`src/rtl/mdio_master.sv`:
```
// MDIO (clause 22 / clause 45) station-management master: serialises one 32-bit
// frame on MDC/MDIO with optional preamble and returns read data with a ready strobe.
module mdio_master #(
    parameter int DIV     = 2,
    parameter int PRE_LEN = 32
) (
    input  logic        clk,
    input  logic        reset,
    input  logic        mdio_start,
    input  logic [31:0] t_data,
    input  logic        mdio_in,
    output logic [15:0] rd_data,
    output logic        data_rdy,
    output logic        busy,
    output logic        mdc,
    output logic        mdio_oe,
    output logic        mdio_out
);

    typedef enum logic [2:0] {IDLE, PRE, HDR, TA, DAT, FIN} state_t;

    localparam int              DW       = (DIV > 1) ? $clog2(DIV) : 1;
    localparam logic [DW-1:0]   DIV_LAST = DW'(DIV - 1);
    localparam logic [5:0]      PRE_LAST = (PRE_LEN > 0) ? 6'(PRE_LEN - 1) : 6'd0;
    localparam state_t          FIRST    = (PRE_LEN > 0) ? PRE : HDR;

    state_t        state, state_n;
    logic [DW-1:0] div_cnt, div_cnt_n;
    logic          phase, phase_n;
    logic [5:0]    bit_cnt, bit_cnt_n;
    logic [31:0]   frame, frame_n;
    logic          is_rd, is_rd_n;
    logic [15:0]   rd_sr, rd_sr_n;
    logic [15:0]   rd_data_n;
    logic          data_rdy_n, busy_n, mdc_n, oe_n, out_n;
    logic [5:0]    bits_last;
    logic          win_end;

    // The counters describe the window position being registered onto the pins, so
    // the pins lag the position by one cycle; that lag is the lead-in cycle after start.
    always_comb begin
        // NOTE: every variable gets a default before the case so no path can infer a latch.
        state_n    = state;
        div_cnt_n  = div_cnt;
        phase_n    = phase;
        bit_cnt_n  = bit_cnt;
        frame_n    = frame;
        is_rd_n    = is_rd;
        rd_sr_n    = rd_sr;
        rd_data_n  = rd_data;
        data_rdy_n = 1'b0;
        busy_n     = 1'b0;
        mdc_n      = 1'b0;
        oe_n       = 1'b0;
        out_n      = 1'b0;
        bits_last  = 6'd15;
        win_end    = 1'b0;

        case (state)
            IDLE: begin
                if (mdio_start) begin
                    frame_n   = t_data;
                    is_rd_n   = t_data[29];
                    busy_n    = 1'b1;
                    div_cnt_n = '0;
                    phase_n   = 1'b0;
                    bit_cnt_n = '0;
                    state_n   = FIRST;
                end
            end

            FIN: begin
                state_n = IDLE;
                if (is_rd) begin
                    rd_data_n  = rd_sr;
                    data_rdy_n = 1'b1;
                end
            end

            default: begin
                busy_n = 1'b1;
                mdc_n  = phase;
                case (state)
                    PRE: begin
                        oe_n      = 1'b1;
                        out_n     = 1'b1;
                        bits_last = PRE_LAST;
                    end
                    HDR: begin
                        oe_n      = 1'b1;
                        out_n     = frame[31];
                        bits_last = 6'd13;
                    end
                    TA: begin
                        oe_n      = !is_rd;
                        out_n     = !is_rd && frame[31];
                        bits_last = 6'd1;
                    end
                    default: begin
                        oe_n      = !is_rd;
                        out_n     = !is_rd && frame[31];
                        bits_last = 6'd15;
                    end
                endcase

                // Sample on the edge that raises MDC.
                if (state == DAT && is_rd && phase && div_cnt == '0)
                    rd_sr_n = {rd_sr[14:0], mdio_in};

                win_end = phase && (div_cnt == DIV_LAST);
                if (div_cnt == DIV_LAST) begin
                    div_cnt_n = '0;
                    phase_n   = !phase;
                end else begin
                    div_cnt_n = div_cnt + 1'b1;
                end

                if (win_end) begin
                    if (state != PRE)
                        frame_n = {frame[30:0], 1'b0};
                    if (bit_cnt == bits_last) begin
                        bit_cnt_n = '0;
                        case (state)
                            PRE:     state_n = HDR;
                            HDR:     state_n = TA;
                            TA:      state_n = DAT;
                            default: state_n = FIN;
                        endcase
                    end else begin
                        bit_cnt_n = bit_cnt + 6'd1;
                    end
                end
            end
        endcase
    end

    // NOTE: sequential state uses non-blocking assignments so all registers update together.
    always_ff @(posedge clk or negedge reset) begin
        if (!reset) begin
            state    <= IDLE;
            div_cnt  <= '0;
            phase    <= 1'b0;
            bit_cnt  <= '0;
            frame    <= '0;
            is_rd    <= 1'b0;
            rd_sr    <= '0;
            rd_data  <= '0;
            data_rdy <= 1'b0;
            busy     <= 1'b0;
            mdc      <= 1'b0;
            mdio_oe  <= 1'b0;
            mdio_out <= 1'b0;
        end else begin
            state    <= state_n;
            div_cnt  <= div_cnt_n;
            phase    <= phase_n;
            bit_cnt  <= bit_cnt_n;
            frame    <= frame_n;
            is_rd    <= is_rd_n;
            rd_sr    <= rd_sr_n;
            rd_data  <= rd_data_n;
            data_rdy <= data_rdy_n;
            busy     <= busy_n;
            mdc      <= mdc_n;
            mdio_oe  <= oe_n;
            mdio_out <= out_n;
        end
    end

endmodule

```
`config.mk`:
```
export PLATFORM = sky130hd
export DESIGN_NAME = mdio_master
export DESIGN_NICKNAME = d
export VERILOG_FILES = /design/src/rtl/mdio_master.sv
export SDC_FILE = /design/constraint.sdc
export NUM_CORES = 1
export LEC_CHECK = 0
export ABC_AREA = 1
export CAP_MARGIN = 20
export CORE_UTILIZATION = 45
export CTS_CLUSTER_DIAMETER = 60
export DETAILED_ROUTE_END_ITERATION = 10
export DONT_BUFFER_PORTS = 1
export SYNTH_ARGS = -nofsm -noshare
export SYNTH_HDL_FRONTEND = slang
export SYNTH_SLANG_ARGS = --single-unit
```
`constraint.sdc`:
```
create_clock -name clk -period 2 [get_ports clk]
set_clock_uncertainty 0.1 [all_clocks]
set_input_delay 0.2 -clock clk [delete_from_list [all_inputs] [get_ports clk]]
set_output_delay 0.2 -clock clk [all_outputs]
set_load 0.01 [all_outputs]
```
==> results of run 1 <==
==> final timing paths <==
path,start,to,slack (ps)
setup / recovery,state[1],frame[21],80
hold reg to reg,rd_sr[15],rd_data[15],380
hold / removal,reset,state[1],-560
max in group asynchronous,reset,rd_data[6],2180
min in group clk,mdio_start,flip-flop,90
setup reg to reg,state[1],frame[21],80
==> placed cells by master (no fill, tap or decap), drive strengths merged <==
cell	synthesis	routed
nand4	4	4
a22oi	1	1
nand2	92	92
dlygate4sd3	0	35
o21ai	68	68
or2	1	1
inv	64	68
xor2	3	3
buf	11	10
bufinv	0	2
clkinvlp	0	1
nand3	11	11
ha	1	1
clkbuf	10	12
o211ai	30	30
xnor2	1	1
nor2	20	20
dfrtp	81	81
a21oi	7	7
nor3	2	2
==> cell families after synthesis <==
group | Yosys count | share of synthesized area [%]
simple gates | 130 | 15.0
buf+inv | 85 | 9.75
flops | 81 | 56.6
compound gates | 106 | 17.3
fa+ha+maj | 1 | 0.349
xor+xnor | 4 | 0.979
==> final cells by class <==
cell class / instances / area [µm²] / share of cell area, %
sequential: 81 / 2030 / 46.5
tap: 102 / 128 / 2.93
inverter: 64 / 240 / 5.51
clock inverter: 7 / 108 / 2.47
timing repair buffer: 48 / 529 / 12.1
clock buffer: 9 / 124 / 2.84
multi-input combinational: 241 / 1200 / 27.6
==> critical path, delay by kind of cell (launching register included) <==
| family | cells | cell delay [ps] |
|---|---|---|
| AND/OR/NAND/NOR | 5 | 720 |
| AO/OA/AOI/OAI | 3 | 220 |
| flip-flops | 1 | 450 |
| buffers and inverters | 2 | 320 |
==> sequential cells by signal, indices dropped and copies added (netlist names), named ones only <==
signal	flops
mdio_out	1
is_rd	1
state	2
rd_data	16
mdc	1
data_rdy	1
div_cnt	1
busy	1
rd_sr	16
bit_cnt	6
phase	1
mdio_oe	1
frame	32
==> what timing repair did <==
action                                  CTS  global route
endpoints found under the setup margin    0            32
endpoints found under the hold margin   115            81
gates resized for setup                   0             2
buffers inserted                          0             1
==> metrics by stage <==
step / setup TNS [ps] / instances / cell area, µm² / power (W) / hold WS (ps)
finish: 0 / 552 / 4360 / 0.00684 / -561
floorplan: 0 / 407 / 3580 / 0.00447 / -196
CTS: 0 / 547 / 4250 / 0.00636 / -588
global route: -8.55 / 552 / 4360 / 0.00737 / -600
detailed placement: 0 / 496 / 3670 / 0.00488 / -192
global placement: 0 / 496 / 3670 / 0.00481 / -192
==> routing by layer <==
layer  vias to the layer above  part of all wire [%]  track usage (%)
met5                         -                     0                0
met4                         0                   1.5             6.88
met3                        11                   3.7             3.94
met2                        75                    47             29.4
met1                      1296                    48             22.0
li1                       1394                     -                -
==> report_power, final <==
group          internal [W]  switching, W
Sequential          0.00217      0.000254
Combinational       0.00124       0.00181
Clock              0.000729      0.000647
==> impl_metrics.toml, run 1 <==
[status]
status = "complete, but fails checks"
violations = "negative hold slack"

[finish]
area_growth_pct = 21.8
finalCoreUtilization_pct = 56.4
drive_above_1_share_pct = 9.11
nFillCells = 690
nets = 482
diodes = 0

[routing]
ant_nets = 0
wirelength_um = 7390
drcViolationCount = 0
drtIter0Drc = 148
post_drt_wl_per_cell_um = 13.4
firstDrtPassIters = 4
routed_via_density = 5.03
dr_total_vias = 2776

[timing]
max_freq_mhz = 521
maxSlewViolCount = 0
setup_ws_ps = 81.4
fin_crit_ps = 1920
tightest_slew_ps = 366
hold_viol_final = 81
hold_slack_ps = -561
post-route-period-util_pct = 95.9
slew-limit-headroom_pct = 75.6
setup_violations = 0

[yosys]
yosys-top-cells-area = "dfrtp_1, nand2_1, inv_1"
synth.top_cell.area_share_pct = 56.6
syn_avg_cell_area_um2 = 8.80
synth_cells = 407
synth_seq_area_share_pct = 56.6
synth_fp_nets = 444
synthTopCellsByCount = "nand2_1, dfrtp_1, inv_1"
synth-async-reset-ratio_pct = 100
synth_flop_cell = "dfrtp_1"
syn_area_mm2 = 0.00358
synth-edff-count = 0
synth_most_common_cell = "nand2_1"
synth_warnings = 0
synth.distinct_cells = 25
yosysTopAreaCell = "dfrtp_1"
synth_seq_cells = 81

[floorplanning]
die_y_um = 91.2
die_w_um = 91.2
die-area_mm2 = 0.00832
num_rows = 32
pin_count = 57
core_mm2 = 0.00773
start_util_pct = 46.3

[clock_network]
root_buffer = "clkbuf_8"
cts_buffers = 9
hold_buffers = 35
clk_path_buf_depth = 2
cts.sinks = 81
clk_latency_ps = 360
clk_pin_slew_ps = 90
h-tree-depth = 3
cts_tree = "done"

[setup_path]
crit_type = "flip-flop to flip-flop"
crit_chain = "nor2_1, nand2_1, nand2_1, nand2_2, nand2_2, a21oi_4, buf_12, clkbuf_16, o211ai_1, o21ai_1"
crit_fanout = 16
ff2ff_path_depth = 10
start_kind = "flip-flop"
slowest_stage = "dfrtp_2"
critPathMaxStageDelay_ps = 450
worst_ep_required_time_ps = 2140
critPathArrivalTime_ps = 2060
crit_path_end_kind = "flip-flop"

[power]
powerDensity_mw_per_mm2 = 1570
ir_drop_uv = 888
p_leak_nw = 2.04

[grt]
grt_pass1_vias = 2692
track_usage_pct = 17.5
grt_pass1_wl_um = 11700
grt_max_degree = 82
overflow = 0
antenna_found_initial = 0

[placement]
dp_hpwl_um = 4200
routabilityCongestion = 0.801
numPortBuffers = 0
place_ws_ps = 117

[flow_run]
drv_cap = 0

[hold_path]
min_path_type = "input port to asynchronous set/reset pin"
Note: power is estimated with default switching activity, not from simulation.
==> inputs of run 2 (changes only) <==
- CELL_PAD_IN_SITES_DETAIL_PLACEMENT: not set -> 0
- CELL_PAD_IN_SITES_GLOBAL_PLACEMENT: not set -> 2
- CORE_UTILIZATION: 45 -> 38
- PLACE_DENSITY_LB_ADDON: not set -> 0.1
==> impl_metrics.toml, run 2 (synthesized netlist as in run 1, its figures left out) <==
[status]
status = "complete, but fails checks"
violations = "negative hold slack"

[finish]
final_cell_area_mm2 = 0.00443
finalCoreUtilization_pct = 48.2
drive_above_1_share_pct = 10.4
nets = 486
nFillCells = 902
final_common_cell = "nand2_1"
top_regs = "frame (32), rd_data (16), rd_sr (16)"
diodes = 0
finalNonFillerCells = 565
top_register = "frame"
largest_reg_flops = 32
final_cell_mix = "nand2_1, dfrtp_1, inv_1"
area_growth_pct = 23.9

[power]
power.switching_w = 0.00273
ir_drop_uv = 804
p_comb_share_pct = 45.0
power_frac_clock_pct = 21.0
seqPwrFrac_pct = 34.0
switching_share_pct = 38.8
totalPowerFinal_w = 0.00705
p_int_w = 0.00432
p_leak_nw = 2.07
powerDensity_mw_per_mm2 = 1590

[clock_network]
root_buffer = "clkbuf_8"
cts_buffers = 9
clk_pin_slew_ps = 90
clk_path_buf_depth = 2
hold_buffers = 34
h-tree-depth = 3
cts.sinks = 81
clk_latency_ps = 350
cts_tree = "done"

[grt]
grt_pass1_vias = 2591
overflow = 0
track_usage_pct = 16.0
antenna_found_initial = 0
grt_max_degree = 82
grt_pass1_wl_um = 12300

[timing]
hold_viol_final = 81
hold_slack_ps = -563
post-route-period-util_pct = 93.5
maxSlewViolCount = 0
tightest_slew_ps = 588
setup_violations = 0
slew-limit-headroom_pct = 60.8
fin_crit_ps = 1870
max_freq_mhz = 535

[setup_path]
crit_fanout = 8
r2r_slack_ps = 130
worst_ep_required_time_ps = 2170
start_kind = "flip-flop"
critPathArrivalTime_ps = 2040
ff2ff_path_depth = 11
crit_type = "flip-flop to flip-flop"
crit_path_end_kind = "flip-flop"
worstReg2RegEnd = "frame[21]"
r2r-start = "state[1]"

[routing]
drtIter0Drc = 77
firstDrtPassIters = 4
post_drt_wl_per_cell_um = 14.1
routed_via_density = 4.82
drcViolationCount = 0
dr_total_vias = 2724
wirelength_um = 7970
ant_nets = 0

[floorplanning]
pin_count = 57
num_rows = 35
start_util_pct = 38.9
die_w_um = 99.1
core_mm2 = 0.00920
die_y_um = 99.1
die-area_mm2 = 0.00981

[placement]
numPortBuffers = 0
dp_hpwl_um = 4450
postPlaceCellArea_mm2 = 0.00367
routabilityCongestion = 0.826
dp_cells = 504

[flow_run]
drv_cap = 0

[hold_path]
min_path_type = "input port to asynchronous set/reset pin"
==> run 2: how the worst max path moves through the flow <==
stage                          from   endpoint  slack [ps]  depth (start not counted)
after global routing       state[0]   frame[1]          -2                         11
after CTS                 flip-flop  frame[23]           9                          9
after floorplan            state[0]  frame[28]         220                         10
after global placement    flip-flop   frame[6]         140                          9
after detailed placement  flip-flop  frame[23]          30                          9
final                      state[1]  frame[21]         130                         11
==> run 2: layer usage <==
metal / part of all wire [%] / track usage, % / vias up / wire length (µm)
met5: 0 / 0 / - / 0
li1: - / - / 1398 / -
met2: 47 / 25.3 / 48 / 3740
met3: 2.7 / 2.70 / 9 / 218
met4: 1.2 / 6.79 / 0 / 97
met1: 49 / 21.8 / 1269 / 3920
==> run 2: worst max-delay path: stages, from the launching register on <==
cell and delay, ps:
dfrtp_1 420, inv_2 120, nand2_2 100, nor2_4 100, nand2_1 100, nand2_2 100
nand2_2 100, a21oi_4 150, buf_12 150, buf_12 130, o211ai_1 100, o21ai_1 110
==> run 2: cell type report <==
| type | count | area, µm² | area share [%] |
|---|---|---|---|
| Clock inverter | 7 | 126 | 2.85 |
| Clock buffer | 9 | 124 | 2.79 |
| Inverter | 64 | 240 | 5.42 |
| Timing Repair Buffer | 52 | 561 | 12.6 |
| Tap cell | 111 | 139 | 3.13 |
| Sequential cell | 81 | 2030 | 45.7 |
| Multi-Input combinational cell | 241 | 1220 | 27.4 |
==> run 2: metrics by stage <==
| step | worst slack [ps] | setup TNS [ps] |
|---|---|---|
| floorplan | 225 | 0 |
| global placement | 138 | 0 |
| detailed placement | 25.4 | 0 |
| CTS | 9.17 | 0 |
| global route | -2.05 | -4.39 |
| finish | 131 | 0 |
==> run 2: power groups by stage <==
stage / logic [W] / clock network, W / registers, W
finish: 0.00317 / 0.00148 / 0.00240
global route: 0.00362 / 0.00159 / 0.00246
CTS: 0.00253 / 0.00154 / 0.00240
detailed placement: 0.00246 / 0 / 0.00243
global placement: 0.00244 / 0 / 0.00243
floorplan: 0.00209 / 0 / 0.00237
==> run 2: what timing repair did <==
action | CTS | global route
endpoints found under the setup margin | 0 | 33
endpoints found under the hold margin | 115 | 81
gates resized for setup | 0 | 4
setup buffers | 0 | 6
==> inputs of run 3 (changes only) <==
- RECOVER_POWER: not set -> 25
==> results of run 3 <==
Same layout as run 2: the final DEF is identical, and so are final timing and power.
